**config.mk**
```make
export PLATFORM = sky130hd
export DESIGN_NAME = cb_dequantizer
export DESIGN_NICKNAME = d
export VERILOG_FILES = /design/src/rtl/cb_dequantizer.sv
export SDC_FILE = /design/constraint.sdc
export NUM_CORES = 2
export LEC_CHECK = 0
export ABC_AREA = 0
export BUFFER_PORTS_ARGS = -buffer_cell sky130_fd_sc_hd__buf_2
export CORE_AREA = 2 2 548 550
export CTS_BUF_LIST = sky130_fd_sc_hd__clkbuf_4 sky130_fd_sc_hd__clkbuf_8
export CTS_CLUSTER_DIAMETER = 30
export CTS_CLUSTER_SIZE = 25
export DETAILED_ROUTE_END_ITERATION = 8
export DIE_AREA = 0 0 550 552
export GPL_TIMING_DRIVEN = 1
export MAX_ROUTING_LAYER = met4
export PLACE_DENSITY_LB_ADDON = 0.2
export SLEW_MARGIN = 20
export SYNTH_ARGS = -nofsm -noshare
export SYNTH_HDL_FRONTEND = slang
export SYNTH_SLANG_ARGS = --single-unit
```
**constraint.sdc**
```tcl
create_clock -name clk -period 113.6 [get_ports clk]
set_input_delay 22.72 -clock clk [delete_from_list [all_inputs] [get_ports clk]]
set_output_delay 22.72 -clock clk [all_outputs]
set_load 0.02 [all_outputs]
```
**src/rtl/cb_dequantizer.sv**
```systemverilog
`default_nettype none
// ============================================================================
//  Module      : cb_dequantizer
//  Description : Cb-channel JPEG inverse quantizer. Latches an 8x8 block of
//                quantized coefficients, multiplies one row per clock by the
//                quantization table (8 multipliers), then publishes the whole
//                block on Z at once (double-buffered output).
//  Revision    : 1.0  initial release
// ============================================================================
module cb_dequantizer #(
  parameter int USE_STD_TABLE = 0,  // 0: all-ones table, 1: Annex K.2 chroma table
  parameter int SAT_EN        = 1   // 1: saturate to signed 11 bit, 0: wrap
) (
  input  logic          clk,
  input  logic          rst,
  input  logic          enable,
  input  logic [703:0]  Q_in,
  output logic [703:0]  Z,
  output logic          out_enable,
  output logic          busy,
  output logic          in_dropped
);

  localparam int C_N = 64;
  localparam int C_W = 11;

  typedef enum logic [1:0] {
    S_IDLE = 2'd0,
    S_PROC = 2'd1,
    S_DONE = 2'd2
  } state_t;

  state_t             r_state;
  state_t             w_next_state;
  logic [2:0]         r_row_cnt;
  logic               w_accept;
  logic               w_row_we;
  logic               w_publish;
  logic               r_out_enable;
  logic               r_busy;
  logic               r_in_dropped;

  logic signed [C_W-1:0] r_in_buf [0:C_N-1];
  logic signed [C_W-1:0] r_wk_buf [0:C_N-1];
  logic signed [C_W-1:0] r_z      [0:C_N-1];
  logic signed [C_W-1:0] w_res    [0:7];

  // Quantization table ROM lookup (8-bit unsigned entries).
  function automatic logic [7:0] f_tbl(input logic [2:0] r, input logic [2:0] c);
    logic [7:0] v;
    v = 8'd99;
    if (USE_STD_TABLE == 0) begin
      v = 8'd1;
    end else begin
      case (r)
        3'd0: case (c)
                3'd0: v = 8'd17;
                3'd1: v = 8'd18;
                3'd2: v = 8'd24;
                3'd3: v = 8'd47;
                default: v = 8'd99;
              endcase
        3'd1: case (c)
                3'd0: v = 8'd18;
                3'd1: v = 8'd21;
                3'd2: v = 8'd26;
                3'd3: v = 8'd66;
                default: v = 8'd99;
              endcase
        3'd2: case (c)
                3'd0: v = 8'd24;
                3'd1: v = 8'd26;
                3'd2: v = 8'd56;
                default: v = 8'd99;
              endcase
        3'd3: case (c)
                3'd0: v = 8'd47;
                3'd1: v = 8'd66;
                default: v = 8'd99;
              endcase
        default: v = 8'd99;
      endcase
    end
    return v;
  endfunction

  // One multiplier per column; all eight work on row r_row_cnt.
  for (genvar j = 0; j < 8; j++) begin : g_mul
    localparam logic [2:0] C_J = 3'(j);
    logic signed [C_W-1:0] w_a;
    logic [7:0]            w_q;
    logic signed [18:0]    w_p;

    assign w_a = r_in_buf[{r_row_cnt, C_J}];
    assign w_q = f_tbl(r_row_cnt, C_J);
    assign w_p = $signed({{8{w_a[C_W-1]}}, w_a}) * $signed({11'd0, w_q});

    // Clip to the signed 11-bit range, or keep the low bits when wrapping.
    always_comb begin
      w_res[j] = w_p[C_W-1:0];
      if (SAT_EN != 0) begin
        if (w_p > 19'sd1023) begin
          w_res[j] = 11'sd1023;
        end else if (w_p < -19'sd1024) begin
          w_res[j] = -11'sd1024;
        end
      end
    end
  end

  // Flatten the published block onto the output bus.
  for (genvar k = 0; k < C_N; k++) begin : g_pack
    assign Z[k*C_W +: C_W] = r_z[k];
  end

  // State register.
  always_ff @(posedge clk or posedge rst) begin
    if (rst) begin
      r_state <= S_IDLE;
    end else begin
      r_state <= w_next_state;
    end
  end

  // Next-state logic and per-state datapath strobes.
  always_comb begin
    w_next_state = r_state;
    w_accept     = 1'b0;
    w_row_we     = 1'b0;
    w_publish    = 1'b0;
    case (r_state)
      S_IDLE: begin
        if (enable) begin
          w_accept     = 1'b1;
          w_next_state = S_PROC;
        end
      end
      S_PROC: begin
        w_row_we = 1'b1;
        if (r_row_cnt == 3'd7) begin
          w_next_state = S_DONE;
        end
      end
      S_DONE: begin
        w_publish    = 1'b1;
        w_next_state = S_IDLE;
      end
      default: w_next_state = S_IDLE;
    endcase
  end

  // Row counter, status pulses and the published output block.
  always_ff @(posedge clk or posedge rst) begin
    if (rst) begin
      r_row_cnt    <= 3'd0;
      r_out_enable <= 1'b0;
      r_busy       <= 1'b0;
      r_in_dropped <= 1'b0;
      for (int k = 0; k < C_N; k++) begin
        r_z[k] <= '0;
      end
    end else begin
      r_out_enable <= 1'b0;
      r_in_dropped <= enable && (r_state != S_IDLE);
      if (w_accept) begin
        r_row_cnt <= 3'd0;
        r_busy    <= 1'b1;
      end
      if (w_row_we && (r_row_cnt != 3'd7)) begin
        r_row_cnt <= r_row_cnt + 3'd1;
      end
      if (w_publish) begin
        for (int k = 0; k < C_N; k++) begin
          r_z[k] <= r_wk_buf[k];
        end
        r_out_enable <= 1'b1;
        r_busy       <= 1'b0;
      end
    end
  end

  // Input and working buffers carry no reset: their contents only matter
  // after a block has been accepted and fully processed.
  always_ff @(posedge clk) begin
    if (w_accept) begin
      for (int k = 0; k < C_N; k++) begin
        r_in_buf[k] <= Q_in[k*C_W +: C_W];
      end
    end
    if (w_row_we) begin
      for (int j = 0; j < 8; j++) begin
        r_wk_buf[{r_row_cnt, 3'(j)}] <= w_res[j];
      end
    end
  end

  assign out_enable = r_out_enable;
  assign busy       = r_busy;
  assign in_dropped = r_in_dropped;

endmodule
`default_nettype wire

```
[After elaboration in Yosys (flattened, before gate mapping)]
Memories as Yosys holds them, arrays and structs flattened. A register that Yosys moved wholly into a read port is not among the register bits.
Cells that the tools add are included.
Word-level totals
  bits in registers: 8
  memory bits (writable): 1408
  input port bits: 707
  output and inout bits: 707
  logic and storage cells: 69
  memories kept: 2
Cells by class
  $add $sub $neg: 1
  $lt $le $gt $ge: 16
  equal/unequal tests: 6
  muxes and demuxes: 32
  reductions and logical operators: 7
Memories
  r_in_buf: depth 64, bits a word 11, rd ports 8, clocked after memory_dff 0, wr ports 64, RTL line 43  | logic signed [C_W-1:0] r_in_buf [0:C_N-1];
  r_wk_buf: depth 64, bits a word 11, rd ports 64, clocked after memory_dff 64, wr ports 8, RTL line 44  | logic signed [C_W-1:0] r_wk_buf [0:C_N-1];
Operators by type and width (number)
  two-way mux 11 bit: 16
  greater-than comparator 11 bit (second input constant): 8
  less-than comparator 11 bit (second input constant): 8
  two-way mux 1 bit: 11
  two-way mux 3 bit: 2
  nonzero test 2 bit: 3
  two-way mux 2 bit: 2
  inequality test 2 bit (second input constant): 2
  one-hot mux 2 bit (2 select lines): 1
  adder 3 x 1 -> 3 bit (second input constant): 1
  equality test 3 bit (second input constant): 1
  inequality test 3 bit (second input constant): 1
  equality test 2 x 1 -> 1 bit (second input constant): 1
  equality test 2 bit (second input constant): 1
  logical AND 1 bit: 2
  zero test 2 bit: 1
  AND reduction 2 bit: 1

[Depth between registers and ports, before layout]
  word-level depth: 4
  depth in mapped cells: 7
  depth with buffers taken out: 5

[Worst setup path before layout]
OpenSTA, ideal clock, no wires.
  path type: input to register
  from: input enable
  to: register r_busy (netlist: busy)
  data arrival time: 76.046 ns
  data required time: 113.340 ns
  slack: 37.294 ns
  cell stages on the path: 2
  path buffers: 0
  path through: nor3b_1 -> o21bai_1
Between the ends
  word-level cells in the longest chain between the ends: 3
RTL lines
  start, declared: RTL line 16  | input logic enable,
  two-way mux 1 bit: RTL line 133  | if (enable) begin
  two-way mux 1 bit: RTL line 131  | case (r_state)
  nonzero test 2 bit (no source line)
  end signal, assigned: RTL line 157  | r_busy <= 1'b0;
  end signal, assigned: RTL line 167  | r_busy <= 1'b1;
  end signal, assigned: RTL line 177  | r_busy <= 1'b0;
  end, declared: RTL line 40  | logic r_busy;
Every way passes these cells.
A chain may end at the register's enable or synchronous reset.

==> results.tsv <==
stage	metric	value	unit
status	status	finished, final reports clean	
die	site row count	201	
cts	Worst-Skew Late Latency	1.05	ns
worst_setup_path	slowest CP cell	buf_4	
synth	Post-Synth XOR/XNOR Area	0	
cells_and_area	most frequent cells in the layout	1,413 x buf_2, 1,408 x edfxtp_1, 709 x dfrtp_1, 523 x clkbuf_8, 453 x mux2_2	
synth	Mapped Nets	3962	
synth	post-synthesis compound-gate area fraction	0.000896	
worst_setup_path	crit path cell chain	buf_2 > inv_8 > buf_4 > buf_4 > buf_12 > buf_4 > buf_4	
drt	drt drc	0	
place	DP Cell Count	8554	
cts	CTS HTree Levels	5	
hold_path	worst hold-check path type	register to register	
timing	PnR worst setup slack	87.60	ns
synth	post-synthesis mux area share	0.174	
synth	Yosys Warn Count	0	
drt	DRT iter0 DRCs	2355	
synth	Syn Area/Cell	22.8	µm²
timing	Slew HR	0.291	
power_and_ir_drop	pwr dens	30.4	mW/mm²
timing	RSZ-0062 raised after global routing	no	
timing	max-slew violations	0	
cts	CTS tree	yes	
cts	clock buffer count from CTS	472	
cts	Clock Tree Buf Depth	4	
timing	clock period minus worst slack	26.00	ns
cts	Clk pin slew, worst setup/hold paths	0.06	ns
synth	top cells by area, synth	edfxtp_1 57%, dfrtp_1 24%, mux2_2 6.9%	
synth	Post-Synth Simple-Gate Area	0.00125	
timing	final period utilization	0.229	
drt	DR vias	39000	
cts	CTS sink cnt	2120	
grt	Total Routing Usage GR	0.158	
drt	WL/cell	25.4	µm
timing	final hold violations	0	
worst_setup_path	CP peak stage delay	0.72	ns
grt	met3 Use GR	0.0622	
power_and_ir_drop	Pwr Total	2.96	mW
timing	Fmax achieved	0.0385	GHz
place	worst setup slack after placement	86.29	ns
place	Final HPWL DP	165000	µm
drt	ANT nets after route	0	
synth	sequential share of the synthesized area	0.812	
synth	Post-Synth Adder-Cell Area	0.000338	
cells_and_area	most common cell after layout, fill and taps aside	buf_2	
cells_and_area	fillers	29200	
grt	M1 GR Usage	0.184	
drt	drt pass-1 iters	7	
worst_setup_path	critical path type	input pin to asynchronous set/reset pin	
worst_setup_path	startpoint types	input pin	
grt	largest net degree at the start of global routing	149	
job	max cap viols	0	
drt	Vias/cell	4.12	
die	core area	0.298	mm²
synth	top-area cell type share of the netlist area	0.571	
power_and_ir_drop	Max VDD drop	0.0178	mV
timing	setup_tns	0	ns
die	width of the die	550	µm
worst_setup_path	CP most frequent cell	buf_4	
synth	largest area contributor in the netlist	edfxtp_1	
worst_setup_path	crit path DAT	27.04	ns
cells_and_area	final cell count without fillers	9465	
synth	main combinational cell family by area after synthesis	multiplexers	
cells_and_area	Layout Nets	5780	
worst_setup_path	CP top delay family	buffers and inverters	
cts	clock root buffer	clkbuf_8	
grt	initial antenna violation count	61	
synth	Yosys reg bits	2120	
grt	vias in the first global route	42100	
cells_and_area	post-layout util	0.327	
synth	mapped cell area	0.0740	mm²
cts	CTS Hold Buffers Added	0	
place	GPL Wtd Cong	0.803	
worst_setup_path	worst-path fanout max	138	
worst_setup_path	CP Buf/Inv Count	7	
cells_and_area	share of layout cells above drive strength 1	0.543	
grt	first-pass GRT wire length	330000	µm
power_and_ir_drop	P_leak	40.1	nW
grt	grt peak-use layer	met2	
worst_setup_path	CP required	114.64	ns
grt	GRT overflow	0	
timing	Worst-Margin Slew	1.06	ns
die	num ports	1414	
place	port bufs	1413	
cells_and_area	Layout area overhead	31.6	%
die	starting density of the core	0.248	
cts	CTS-repair resized insts	0	
die	Die Y	552	µm
die	die area	0.304	mm²
timing	clock skew	0.109	ns
synth	Netlist cell types	23	
drt	final WL	240000	µm
worst_setup_path	Critical Path End Type	asynchronous set/reset pin	
timing	Final setup violation count	0	
grt	met2 usage	0.252	
synth	Syn Inst Count	3253	
cts	post-CTS setup buffers	0	
final timing paths:
kind                            startpoint               to  slack (ns)  cells after the start
min reg2reg                r_wk_buf[2][50]           Z[226]        0.40                      1
max reg2reg                     r_state[1]           Z[572]      108.63                      6
min                        r_wk_buf[2][50]           Z[226]        0.40                      1
min in group asynchronous              rst           Z[629]       21.77                      2
max in group clk                    enable  r_in_buf[1][60]       87.66                      6
max                                    rst            Z[66]       87.60                      7
cell type report:
cell class | instances | area, µm² | share of cell area
antenna | 12 | 30.0 | 0.000308
clock buffer | 600 | 7780 | 0.0798
clock inverter | 298 | 3750 | 0.0385
inverter | 3 | 18.8 | 0.000193
multi-input combinational | 999 | 13200 | 0.135
sequential | 2120 | 60100 | 0.617
tap | 3958 | 4950 | 0.0508
timing repair buffer | 1475 | 7640 | 0.0784
registers in the layout (all words and copies together) (netlist names):
signal,count
Z,704
busy,1
in_dropped,1
out_enable,1
r_in_buf,704
r_row_cnt,3
r_state,2
r_wk_buf,704
logic make-up (layout without fill, tap and decap cells):
| kind of cell | after synthesis | in the layout |
|---|---|---|
| AO/OA/AOI/OAI | 8 | 8 |
| adder cells (fa/ha/maj) | 2 | 2 |
| buffers and inverters | 134 | 2376 |
| flip-flops | 2120 | 2120 |
| multiplexers | 970 | 970 |
| other | 0 | 12 |
| AND/OR/NAND/NOR | 19 | 19 |
worst reg2reg max path, stage by stage (launching register included):
cell     delay, ns
dfrtp_1       0.48
nor2b_4       0.46
buf_4         0.73
buf_4         0.80
buf_4         0.86
buf_4         1.02
mux2_2        0.46
cells in the mapped netlist:
library cell and instances:
mux4_2 176, mux2_2 453, clkbuf_1 11, buf_2 62, mux2i_1 1, buf_6 16, buf_4 38, o21bai_1 2
inv_1 3, nand2b_1 3, mux2_1 340, ha_1 2, edfxtp_1 1408, o21a_1 1, and2_1 1, nor3b_1 1
nor2_1 8, dfrtp_1 712, nand2_1 2, nor3_1 2, a22o_1 5, nor2b_1 2, buf_1 4
per-stage QoR:
stage | area [µm²] | hold slack (ns)
floorplan | 74000 | 0.439
detailed placement | 85800 | 0.448
CTS | 97400 | 0.389
finish | 97400 | 0.403
global placement | 85800 | 0.441
global route | 97400 | 0.408
report_power, final:
part | internal, mW | leakage, nW | switching [mW]
clock | 0.618 | 5.84 | 0.389
sequential | 1.12 | 22.3 | 0.0820
combinational | 0.229 | 12.0 | 0.519
routing by layer:
metal  share of wire  up-vias
li1                -    16600
met1            0.40    20400
met2            0.48     1581
met3           0.097      455
met4           0.023        0
met5               0        -
No activity file was read; power rests on OpenSTA's default activity.
